File: config.mk
export PLATFORM = sky130hd
export DESIGN_NAME = radix_reverse_flat
export DESIGN_NICKNAME = d
export VERILOG_FILES = /design/src/rtl/radix_reverse_pkg.sv /design/src/rtl/radix_reverse_if.sv /design/src/rtl/radix_reverse_digit_step.sv /design/src/rtl/radix_reverse.sv /design/src/flat_wrapper.sv
export SDC_FILE = /design/constraint.sdc
export NUM_CORES = 1
export LEC_CHECK = 0
export CORE_MARGIN = 4
export CORE_UTILIZATION = 40
export DETAILED_ROUTE_END_ITERATION = 6
export HOLD_SLACK_MARGIN = 0.06
export SLEW_MARGIN = 20
export SYNTH_ARGS = -nofsm -noshare
export SYNTH_HDL_FRONTEND = slang
export SYNTH_SLANG_ARGS = --single-unit
export TNS_END_PERCENT = 10
File: constraint.sdc
create_clock -name clk -period 9.6 [get_ports clk]
set_input_delay 0.96 -clock clk [delete_from_list [all_inputs] [get_ports clk]]
set_output_delay 0.96 -clock clk [all_outputs]
set_load 0.02 [all_outputs]
File: src/rtl/radix_reverse_pkg.sv
// Shared definitions for the radix digit-reversal block: controller states
// and the legal parameter ranges checked at elaboration.
package radix_reverse_pkg;

  typedef enum logic [1:0] {
    IDLE = 2'd0,
    RUN  = 2'd1,
    DONE = 2'd2
  } state_t;

  localparam int WIDTH_MIN = 4;
  localparam int WIDTH_MAX = 32;
  localparam int RADIX_MIN = 2;
  localparam int RADIX_MAX = 16;

  // True when a WIDTH/RADIX pair lies inside the supported range.
  function automatic bit params_legal(input int width, input int radix);
    return (width >= WIDTH_MIN) && (width <= WIDTH_MAX) &&
           (radix >= RADIX_MIN) && (radix <= RADIX_MAX);
  endfunction

endpackage

File: src/rtl/radix_reverse_if.sv
// Request/result bundle for radix_reverse.
//
// Handshake: the requester holds start=1 with x stable; the request is taken
// on the rising edge where ready=1 and start=1. ready is high only while the
// block is idle, so start at any other time has no effect and is not queued.
// Completion is a single-cycle done pulse; reverse/digits/ovf/palin are
// updated on the edge that raises done and hold until the next completion.
interface radix_reverse_if #(
  parameter int WIDTH = 16
);
  localparam int CW = $clog2(WIDTH + 1);

  logic             start;
  logic [WIDTH-1:0] x;
  logic             ready;
  logic             done;
  logic [WIDTH-1:0] reverse;
  logic [CW-1:0]    digits;
  logic             ovf;
  logic             palin;

  modport master (
    output start, x,
    input  ready, done, reverse, digits, ovf, palin
  );

  modport slave (
    input  start, x,
    output ready, done, reverse, digits, ovf, palin
  );
endinterface

File: src/rtl/radix_reverse_digit_step.sv
// One digit of the reversal: peel the least-significant RADIX digit off x,
// append it to the partial reverse, and flag when the append no longer fits
// in WIDTH bits. RE*RADIX+digit is formed 4 bits wider than WIDTH, which is
// enough because RADIX <= 16 and the digit is below RADIX.
module digit_step #(
  parameter int WIDTH = 16,
  parameter int RADIX = 10
) (
  input  logic [WIDTH-1:0] x,
  input  logic [WIDTH-1:0] re,
  output logic [WIDTH-1:0] x_div,
  output logic [WIDTH-1:0] re_next,
  output logic             ovf_step
);
  localparam logic [WIDTH-1:0] RADIX_N = WIDTH'(RADIX);
  localparam logic [WIDTH+3:0] RADIX_E = (WIDTH + 4)'(RADIX);

  logic [WIDTH-1:0] digit;
  logic [WIDTH+3:0] acc;

  // Divide/modulo by the radix and the widened multiply-add.
  always_comb begin
    digit    = x % RADIX_N;
    x_div    = x / RADIX_N;
    acc      = {4'b0000, re} * RADIX_E + {4'b0000, digit};
    re_next  = acc[WIDTH-1:0];
    ovf_step = |acc[WIDTH+3:WIDTH];
  end
endmodule

File: src/rtl/radix_reverse.sv
// Iterative radix digit reversal: one digit per clock, results published
// together on completion so the outputs never show partial values.
module radix_reverse
  import radix_reverse_pkg::*;
#(
  parameter int WIDTH = 16,
  parameter int RADIX = 10
) (
  input  logic               clk,
  input  logic               rst,
  radix_reverse_if.slave     bus,
  output state_t             dbg_state
);
  localparam int CW = $clog2(WIDTH + 1);

  if (!params_legal(WIDTH, RADIX)) begin : g_param_check
    $error("radix_reverse: WIDTH %0d or RADIX %0d out of range", WIDTH, RADIX);
  end

  state_t           state_q;
  logic [WIDTH-1:0] x_q;
  logic [WIDTH-1:0] orig_q;
  logic [WIDTH-1:0] re_q;
  logic [CW-1:0]    cnt_q;
  logic             ovf_q;

  logic [WIDTH-1:0] x_div;
  logic [WIDTH-1:0] re_next;
  logic             ovf_step;

  digit_step #(
    .WIDTH(WIDTH),
    .RADIX(RADIX)
  ) u_step (
    .x        (x_q),
    .re       (re_q),
    .x_div    (x_div),
    .re_next  (re_next),
    .ovf_step (ovf_step)
  );

  assign dbg_state = state_q;

  // Controller: capture, iterate until x is exhausted, publish, pulse done.
  always_ff @(posedge clk) begin
    if (rst) begin
      state_q     <= IDLE;
      x_q         <= '0;
      orig_q      <= '0;
      re_q        <= '0;
      cnt_q       <= '0;
      ovf_q       <= 1'b0;
      bus.ready   <= 1'b1;
      bus.done    <= 1'b0;
      bus.reverse <= '0;
      bus.digits  <= '0;
      bus.ovf     <= 1'b0;
      bus.palin   <= 1'b0;
    end else begin
      case (state_q)
        IDLE: begin
          bus.done <= 1'b0;
          if (bus.start) begin
            x_q       <= bus.x;
            orig_q    <= bus.x;
            re_q      <= '0;
            cnt_q     <= '0;
            ovf_q     <= 1'b0;
            bus.ready <= 1'b0;
            state_q   <= RUN;
          end
        end
        RUN: begin
          if (x_q != '0) begin
            re_q  <= re_next;
            x_q   <= x_div;
            cnt_q <= cnt_q + CW'(1);
            ovf_q <= ovf_q | ovf_step;
          end else begin
            bus.reverse <= re_q;
            bus.digits  <= cnt_q;
            bus.ovf     <= ovf_q;
            bus.palin   <= (re_q == orig_q) && !ovf_q;
            bus.done    <= 1'b1;
            state_q     <= DONE;
          end
        end
        DONE: begin
          bus.done  <= 1'b0;
          bus.ready <= 1'b1;
          state_q   <= IDLE;
        end
        default: begin
          bus.done  <= 1'b0;
          bus.ready <= 1'b1;
          state_q   <= IDLE;
        end
      endcase
    end
  end
endmodule

File: src/flat_wrapper.sv
// flat-port wrapper written by rule: the top's interface ports become plain ports
module radix_reverse_flat import radix_reverse_pkg::*;
#(
  parameter int WIDTH = 16,
  parameter int RADIX = 10
)
  (clk, rst, dbg_state, bus_start, bus_x, bus_ready, bus_done, bus_reverse, bus_digits, bus_ovf, bus_palin);
  radix_reverse_if #(.WIDTH(WIDTH)) bus_i ();
  input  logic clk;
  input  logic rst;
  output state_t dbg_state;
  input wire logic [$bits(bus_i.start)-1:0] bus_start;
  input wire logic [$bits(bus_i.x)-1:0] bus_x;
  output wire logic [$bits(bus_i.ready)-1:0] bus_ready;
  output wire logic [$bits(bus_i.done)-1:0] bus_done;
  output wire logic [$bits(bus_i.reverse)-1:0] bus_reverse;
  output wire logic [$bits(bus_i.digits)-1:0] bus_digits;
  output wire logic [$bits(bus_i.ovf)-1:0] bus_ovf;
  output wire logic [$bits(bus_i.palin)-1:0] bus_palin;
  assign bus_i.start = bus_start;
  assign bus_i.x = bus_x;
  assign bus_ready = bus_i.ready;
  assign bus_done = bus_i.done;
  assign bus_reverse = bus_i.reverse;
  assign bus_digits = bus_i.digits;
  assign bus_ovf = bus_i.ovf;
  assign bus_palin = bus_i.palin;
  radix_reverse #(.WIDTH(WIDTH), .RADIX(RADIX)) u_core (.clk(clk), .rst(rst), .bus(bus_i), .dbg_state(dbg_state));
endmodule
---- Word level (Yosys, flattened, before mapping) ----
Index checks and enable logic that the tools add are counted.
W data, S select, Z words.
storage, ports and cells
  bits in registers ....................... 81
  input port bits ......................... 19
  output and inout port bits .............. 27
  logic and storage cells ................. 53
operators by class
  $add $sub $neg .......................... 2
  multipliers ............................. 1
  div/mod/pow operators ................... 2
  equality and inequality tests ........... 5
  muxes and demuxes ....................... 16
  bitwise gates (word level) .............. 3
  reductions and logical operators ........ 12
operator list
  cell                     number
  $mux W16                 4
  $pmux W16 S2             2
  $add A20 B16 Y20         1
  $mul A16 B3 Y19 const B  1
  $div A16 B4 Y16 const B  1
  $eq A16 B16 Y1           1
  $mod A16 B4 Y16 const B  1
  $reduce_bool A16 Y1      1
  $mux W5                  2
  $pmux W5 S2              1
  $reduce_and A2 Y1        4
  $add A5 B1 Y5 const B    1
  $mux W2                  2
  $ne A2 B2 Y1 const B     2
  $pmux W1 S2              2
  $pmux W2 S2              1
  $reduce_or A4 Y1         1
  $reduce_and A3 Y1        1
  $eq A2 B1 Y1 const B     1
  $logic_not A2 Y1         1
  $mux W1                  2
  $ne A2 B1 Y1 const B     1
  $not A1 Y1               2
  $reduce_bool A2 Y1       1
  4 further kinds          4

---- Depth between registers and ports, before layout ----
  word-level depth ........................ 6
  depth in mapped cells ................... 41
  mapped depth without buffers ............ 36

---- Cells and area by module ----
From an unflattened synthesis, not the netlist that was laid out.
unflattened totals
  cells, all modules ...................... 966
  area, all modules ....................... 7617.3 um^2
by module, submodules not included
  module         times used  cells an instance  area each (um^2)  sequential area each (um^2)
  digit_step     1           573                4124.0            0.0
  radix_reverse  1           393                3493.4            1621.6

---- Least setup slack after synthesis ----
Ideal clock, no wire load.
  kind .................................... register -> register
  from .................................... reg u_core.x_q[11]
  to ...................................... reg u_core.ovf_q
  setup time .............................. 0.134 ns
  data arrival time ....................... 7.022 ns
  required time ........................... 9.466 ns
  path slack .............................. 2.445 ns
  stages on the path, launching flop included .. 39
  path buffers ............................ 2
  period minus slack after synthesis ...... 7.155 ns
  path through ............................ dfxtp_1 > buf_6 > and2b_4 > a21oi_1 > o22ai_4 > nor3_4 > o21ai_2 > or3b_1 > buf_6 > o2111ai_2 > o2111ai_2 > or3_4 > a21oi_2 > a31o_2 > o21ai_1 > a2111oi_2 > a21oi_2 > a211oi_1 > [... 3 more ...] > fa_1 > a21oi_1 > nor2_1 > nor2_1 > o21bai_1 > a21oi_1 > o21bai_1 > a21oi_1 > o21bai_1 > a21oi_1 > o21bai_1 > a21oi_1 > o21bai_1 > nand3b_1 > a211oi_1 > a211oi_1 > a2111oi_0 > nor4_1
between the ends
  longest elaborated chain between the ends .. 6
  elaborated cells between the ends (all ways) .. 9
  those cells by class .................... add/sub (1); div (1); eq/ne (1); mux (2); bitwise (1); reduce/logical (3)
ends and longest elaborated chain
  element                 line                            source
  from (decl)             radix_reverse.sv:21             logic [WIDTH-1:0] x_q;
  from (signal assigned)  radix_reverse.sv:64             x_q <= bus.x;
  from (signal assigned)  radix_reverse.sv:76             x_q <= x_div;
  $mod A16 B4 Y16         radix_reverse_digit_step.sv:23  digit = x % RADIX_N;
  $add A20 B16 Y20        radix_reverse_digit_step.sv:25  acc = {4'b0000, re} * RADIX_E + {4'b0000, digit};
  $reduce_or A4 Y1        radix_reverse_digit_step.sv:27  ovf_step = |acc[WIDTH+3:WIDTH];
  $or A1 B1 Y1            radix_reverse.sv:78             ovf_q <= ovf_q | ovf_step;
  $mux W1                 radix_reverse.sv:74             if (x_q != '0) begin
  $pmux W1 S2             radix_reverse.sv:60             case (state_q)
  to (signal assigned)    radix_reverse.sv:78
  to (decl)               radix_reverse.sv:25             logic ovf_q;
Parallel ways exist; a longest one is shown, timed or not. The select of a mux whose other input is x is not followed.
A chain may end at the register's enable or synchronous reset.

---- Worst setup path in the final report ----
  from .................................... reg u_core.x_q[15]
  to ...................................... reg u_core.ovf_q
The elaborated chain is that of the path after synthesis.

==> flow_summary.html <==
<table>
<tr><th>Metric</th><th>Value</th></tr>
<tr><th colspan="2">Clock network</th></tr>
<tr><td>Inserted Clock Buffers</td><td>9</td></tr>
<tr><td>Count of cells resized by post-cts repair</td><td>0</td></tr>
<tr><td>Post-CTS setup buffer count</td><td>0</td></tr>
<tr><td>Buffer levels on the longest clock path</td><td>2</td></tr>
<tr><td>Clk Tree Root Cell</td><td>clkbuf_16</td></tr>
<tr><td>Hold Buf Count CTS</td><td>0</td></tr>
<tr><td>Clock tree from TritonCTS</td><td>yes</td></tr>
<tr><td>CTS sink cnt</td><td>81</td></tr>
<tr><td>H-tree levels</td><td>3</td></tr>
<tr><td>Clock-pin slew reported for the worst setup and hold paths after clock tree synthesis</td><td>60 ps</td></tr>
<tr><td>Clk Latency, worst-skew pair</td><td>340 ps</td></tr>
<tr><th colspan="2">Min path</th></tr>
<tr><td>Class of the worst hold path</td><td>reg -&gt; reg</td></tr>
<tr><th colspan="2">Detailed routing</th></tr>
<tr><td>Total via count after detailed routing</td><td>5994</td></tr>
<tr><td>DR iter-0 viols</td><td>559</td></tr>
<tr><td>Detailed Routing Iterations Pass 1</td><td>5</td></tr>
<tr><td>Number of vias per cell after detailed routing</td><td>5.62</td></tr>
<tr><td>Total wirelength of the detailed-routed design</td><td>16700 um</td></tr>
<tr><td>Drc violations</td><td>0</td></tr>
<tr><td>Antenna Violating Nets Remaining</td><td>0</td></tr>
<tr><td>Per-cell routed wire length</td><td>15.6 um</td></tr>
<tr><th colspan="2">Global routing</th></tr>
<tr><td>Pin count of the biggest net entering global routing</td><td>82</td></tr>
<tr><td>Met2 GRT Util</td><td>30.6%</td></tr>
<tr><td>Layer with the highest usage after global routing</td><td>met2</td></tr>
<tr><td>Final global-route overflow total</td><td>0</td></tr>
<tr><td>Number of antenna violations at the first check in global routing</td><td>0</td></tr>
<tr><td>Number of global-route vias before repair</td><td>5539</td></tr>
<tr><td>Met1 Use GR</td><td>25.9%</td></tr>
<tr><td>Global routing usage summed across all routing layers</td><td>18.6%</td></tr>
<tr><td>Wire length of the first global-routing pass</td><td>27700 um</td></tr>
<tr><td>GR met3 Demand/Resource</td><td>2.23%</td></tr>
<tr><th colspan="2">STA</th></tr>
<tr><td>Worst clock skew</td><td>7.07 ps</td></tr>
<tr><td>Slew Limit Fails</td><td>0</td></tr>
<tr><td>Transition time at the pin with the least slew margin</td><td>882 ps</td></tr>
<tr><td>Final worst path period need</td><td>8650 ps</td></tr>
<tr><td>Number of hold violations in the final report</td><td>0</td></tr>
<tr><td>Final setup margin</td><td>951 ps</td></tr>
<tr><td>Slew margin rel.</td><td>41.2%</td></tr>
<tr><td>Fraction of the cycle the final worst path needs</td><td>90.1%</td></tr>
<tr><td># setup viols final</td><td>0</td></tr>
<tr><td>RSZ-0062 raised after global routing</td><td>false</td></tr>
<tr><td>Top achievable clock speed</td><td>116 MHz</td></tr>
<tr><td>Setup TNS</td><td>0 ps</td></tr>
<tr><th colspan="2">Worst setup path</th></tr>
<tr><td>Largest fanout of any net on the critical path</td><td>24</td></tr>
<tr><td>Dominant delay contributor by cell family on the critical path</td><td>compound AO/OA/AOI/OAI gates</td></tr>
<tr><td>Required time worst endpoint</td><td>9780 ps</td></tr>
<tr><td>Critical-path cell with the highest stage delay</td><td>dfxtp_1</td></tr>
<tr><td>Worst Path Buf+Inv</td><td>0</td></tr>
<tr><td>Flop2flop setup slack</td><td>950 ps</td></tr>
<tr><td>Startpoint types</td><td>flop</td></tr>
<tr><td>Worst setup EP type</td><td>flop</td></tr>
<tr><td>Data arrival time at the worst-slack endpoint</td><td>8830 ps</td></tr>
<tr><td>Critical path class</td><td>reg -&gt; reg</td></tr>
<tr><td>Crit path largest cell delay</td><td>810 ps</td></tr>
<tr><th colspan="2">Layout</th></tr>
<tr><td>Net total in the final layout</td><td>917</td></tr>
<tr><td>Area growth from synthesis to final layout</td><td>13.9%</td></tr>
<tr><td>Count of inserted antenna diode cells</td><td>0</td></tr>
<tr><td>Register area</td><td>1620 um^2</td></tr>
<tr><td>Leading cell type in the layout, fill and taps excluded</td><td>nand2_1</td></tr>
<tr><td>Most used cells in the layout excluding fill and tap cells</td><td>nand2_1 (132), a21oi_1 (102), dfxtp_1 (81)</td></tr>
<tr><td>Multi-input combinational cell area</td><td>4360 um^2</td></tr>
<tr><td>Ratio of cells with drive above 1 in the final layout</td><td>7.24%</td></tr>
<tr><td>Fillers</td><td>1586</td></tr>
<tr><th colspan="2">Floorplan</th></tr>
<tr><td>Standard-cell rows</td><td>45</td></tr>
<tr><td>Die Area</td><td>17900 um^2</td></tr>
<tr><td>Vertical extent of the die</td><td>134 um</td></tr>
<tr><td>Standard cell core area</td><td>15300 um^2</td></tr>
<tr><td>Top Ports</td><td>46</td></tr>
<tr><td>Die Wd</td><td>134 um</td></tr>
<tr><td>Initial core utilization</td><td>41.2%</td></tr>
<tr><th colspan="2">Place</th></tr>
<tr><td>Number of port buffers</td><td>45</td></tr>
<tr><td>Worst-case setup slack after placement</td><td>775 ps</td></tr>
<tr><td>RD Place Congestion</td><td>0.875</td></tr>
<tr><td>Detailed-placement wirelength estimate</td><td>11800 um</td></tr>
<tr><th colspan="2">Pwr</th></tr>
<tr><td>Maximum ir drop on the vdd rail</td><td>0.104 mV</td></tr>
<tr><td>Reg power frac</td><td>24.5%</td></tr>
<tr><td>Cell Pwr Density</td><td>273 nW/um^2</td></tr>
<tr><td>Gate power share</td><td>57.4%</td></tr>
<tr><td>Net switching power</td><td>890 uW</td></tr>
<tr><td>Final Total Pwr</td><td>1960 uW</td></tr>
<tr><td>Static leakage power</td><td>0.00280 uW</td></tr>
<tr><td>Net switching fraction of the power</td><td>45.3%</td></tr>
<tr><td>Internal Dissipation</td><td>1070 uW</td></tr>
<tr><td>Share of power burned in the clock network</td><td>18.2%</td></tr>
<tr><th colspan="2">Logic synthesis</th></tr>
<tr><td>Post-synth ARST share</td><td>0%</td></tr>
<tr><td>Post-Syn Instances</td><td>833</td></tr>
<tr><td>Mean instance size in the synthesized netlist</td><td>7.58 um^2</td></tr>
<tr><td>Post-synthesis sequential element count</td><td>81</td></tr>
<tr><td>Post-synthesis instance area</td><td>6310 um^2</td></tr>
<tr><td>Synth Flop Type</td><td>dfxtp_1</td></tr>
<tr><td>Number of synthesized flops with an enable pin</td><td>0</td></tr>
<tr><td>Distinct cells, synth</td><td>97</td></tr>
<tr><td>Sequential-to-total area share from yosys stat</td><td>25.7%</td></tr>
<tr><td>Yosys synthesis warning count</td><td>0</td></tr>
<tr><th colspan="2">Status</th></tr>
<tr><td>Result of the run</td><td>finished clean</td></tr>
<tr><th colspan="2">Flow run</th></tr>
<tr><td>Max-cap violations</td><td>0</td></tr>
</table>
-- cells in the mapped netlist, types with 4 or more instances --
master	n	area share (%)
nand2_1	132	7.8
a21oi_1	102	8.1
dfxtp_1	81	26
nor2_1	46	2.7
ha_1	44	8.7
clkbuf_1	42	2.5
nand3_1	29	2.3
inv_1	28	1.7
xnor2_1	27	3.7
o21ai_0	25	2.0
xor2_1	25	3.5
nor3_1	23	1.8
a31oi_1	13	1.3
o21bai_1	13	1.5
nand2b_1	10	0.99
nand4_1	10	0.99
buf_2	8	0.63
a211oi_1	7	0.83
o22ai_1	7	0.69
clkinv_1	6	0.36
nor2b_1	6	0.59
nor4_1	6	0.59
o211ai_1	6	0.71
and2_1	5	0.50
mux2i_1	5	0.79
o21ai_1	5	0.40
o31a_1	5	0.69
a221oi_1	4	0.55
and3_1	4	0.40
o21a_1	4	0.48
-- kinds of logic (layout without fill, tap and decap cells) --
group | Yosys count | after routing | share of synthesized area [%]
simple gates | 304 | 304 | 23.3
compound gates | 251 | 251 | 27.2
buf+inv | 91 | 103 | 6.01
flops | 81 | 81 | 25.7
xor+xnor | 52 | 52 | 7.22
fa+ha+maj | 47 | 47 | 9.53
mux | 6 | 6 | 0.971
other cells | 1 | 12 | 0.0594
-- through the flow --
stage	std cells	utilization [%]	hold slack [ps]	area (um^2)
after CTS	1064	46.8	459	7160
after global routing	1067	46.9	471	7190
after global placement	1049	44.8	447	6860
after floorplan	844	-	437	6350
final	1067	46.9	452	7190
after detailed placement	1049	44.8	450	6860
-- registers in the layout (all words and copies together) (netlist names), 2 cells and up --
name                count
u_core.bus.digits       5
u_core.cnt_q            5
u_core.re_q            16
u_core.orig_q          16
u_core.bus.reverse     16
u_core.x_q             16
u_core.dbg_state        2
-- worst paths after layout --
kind	start	to	cells past startpoint
worst max-delay path	u_core.x_q[15]	u_core.ovf_q	35
worst min-delay path	u_core.bus.reverse[12]	u_core.bus.reverse[12]	2
worst max register to register	u_core.x_q[15]	u_core.ovf_q	35
worst min register to register	u_core.bus.reverse[12]	u_core.bus.reverse[12]	2
-- tightest hold or removal path, stage by stage, from the launching register on --
cell and delay (ps):
dfxtp_1 300, nand2_1 50, a21oi_1 50
-- power groups by stage --
stage | logic (uW) | clock network [uW] | registers (uW)
2_1_floorplan | 966 | 0 | 428
3_3_place_gp | 1100 | 0 | 487
3_5_place_dp | 1100 | 0 | 487
4_1_cts | 1110 | 365 | 479
5_1_grt | 1270 | 378 | 491
6_report | 1130 | 357 | 481
-- routing by layer --
| layer | up-vias | routed length [um] | share of wire [%] |
|---|---|---|---|
| li1 | 3025 | - | - |
| met1 | 2824 | 7990 | 48 |
| met2 | 125 | 7840 | 47 |
| met3 | 20 | 588 | 3.5 |
| met4 | 0 | 231 | 1.4 |
| met5 | - | 0 | 0 |
-- layout make-up --
cell class              instances  share of cell area, %
multi-input cells             672                   60.6
inverters                      34                   1.78
clock buffers                  11                   3.52
well taps                     211                   3.67
repair buffers                 54                   7.14
flip-flops and latches         81                   22.6
clock inverters                 4                  0.731
Note: power is estimated with default switching activity, not from simulation.
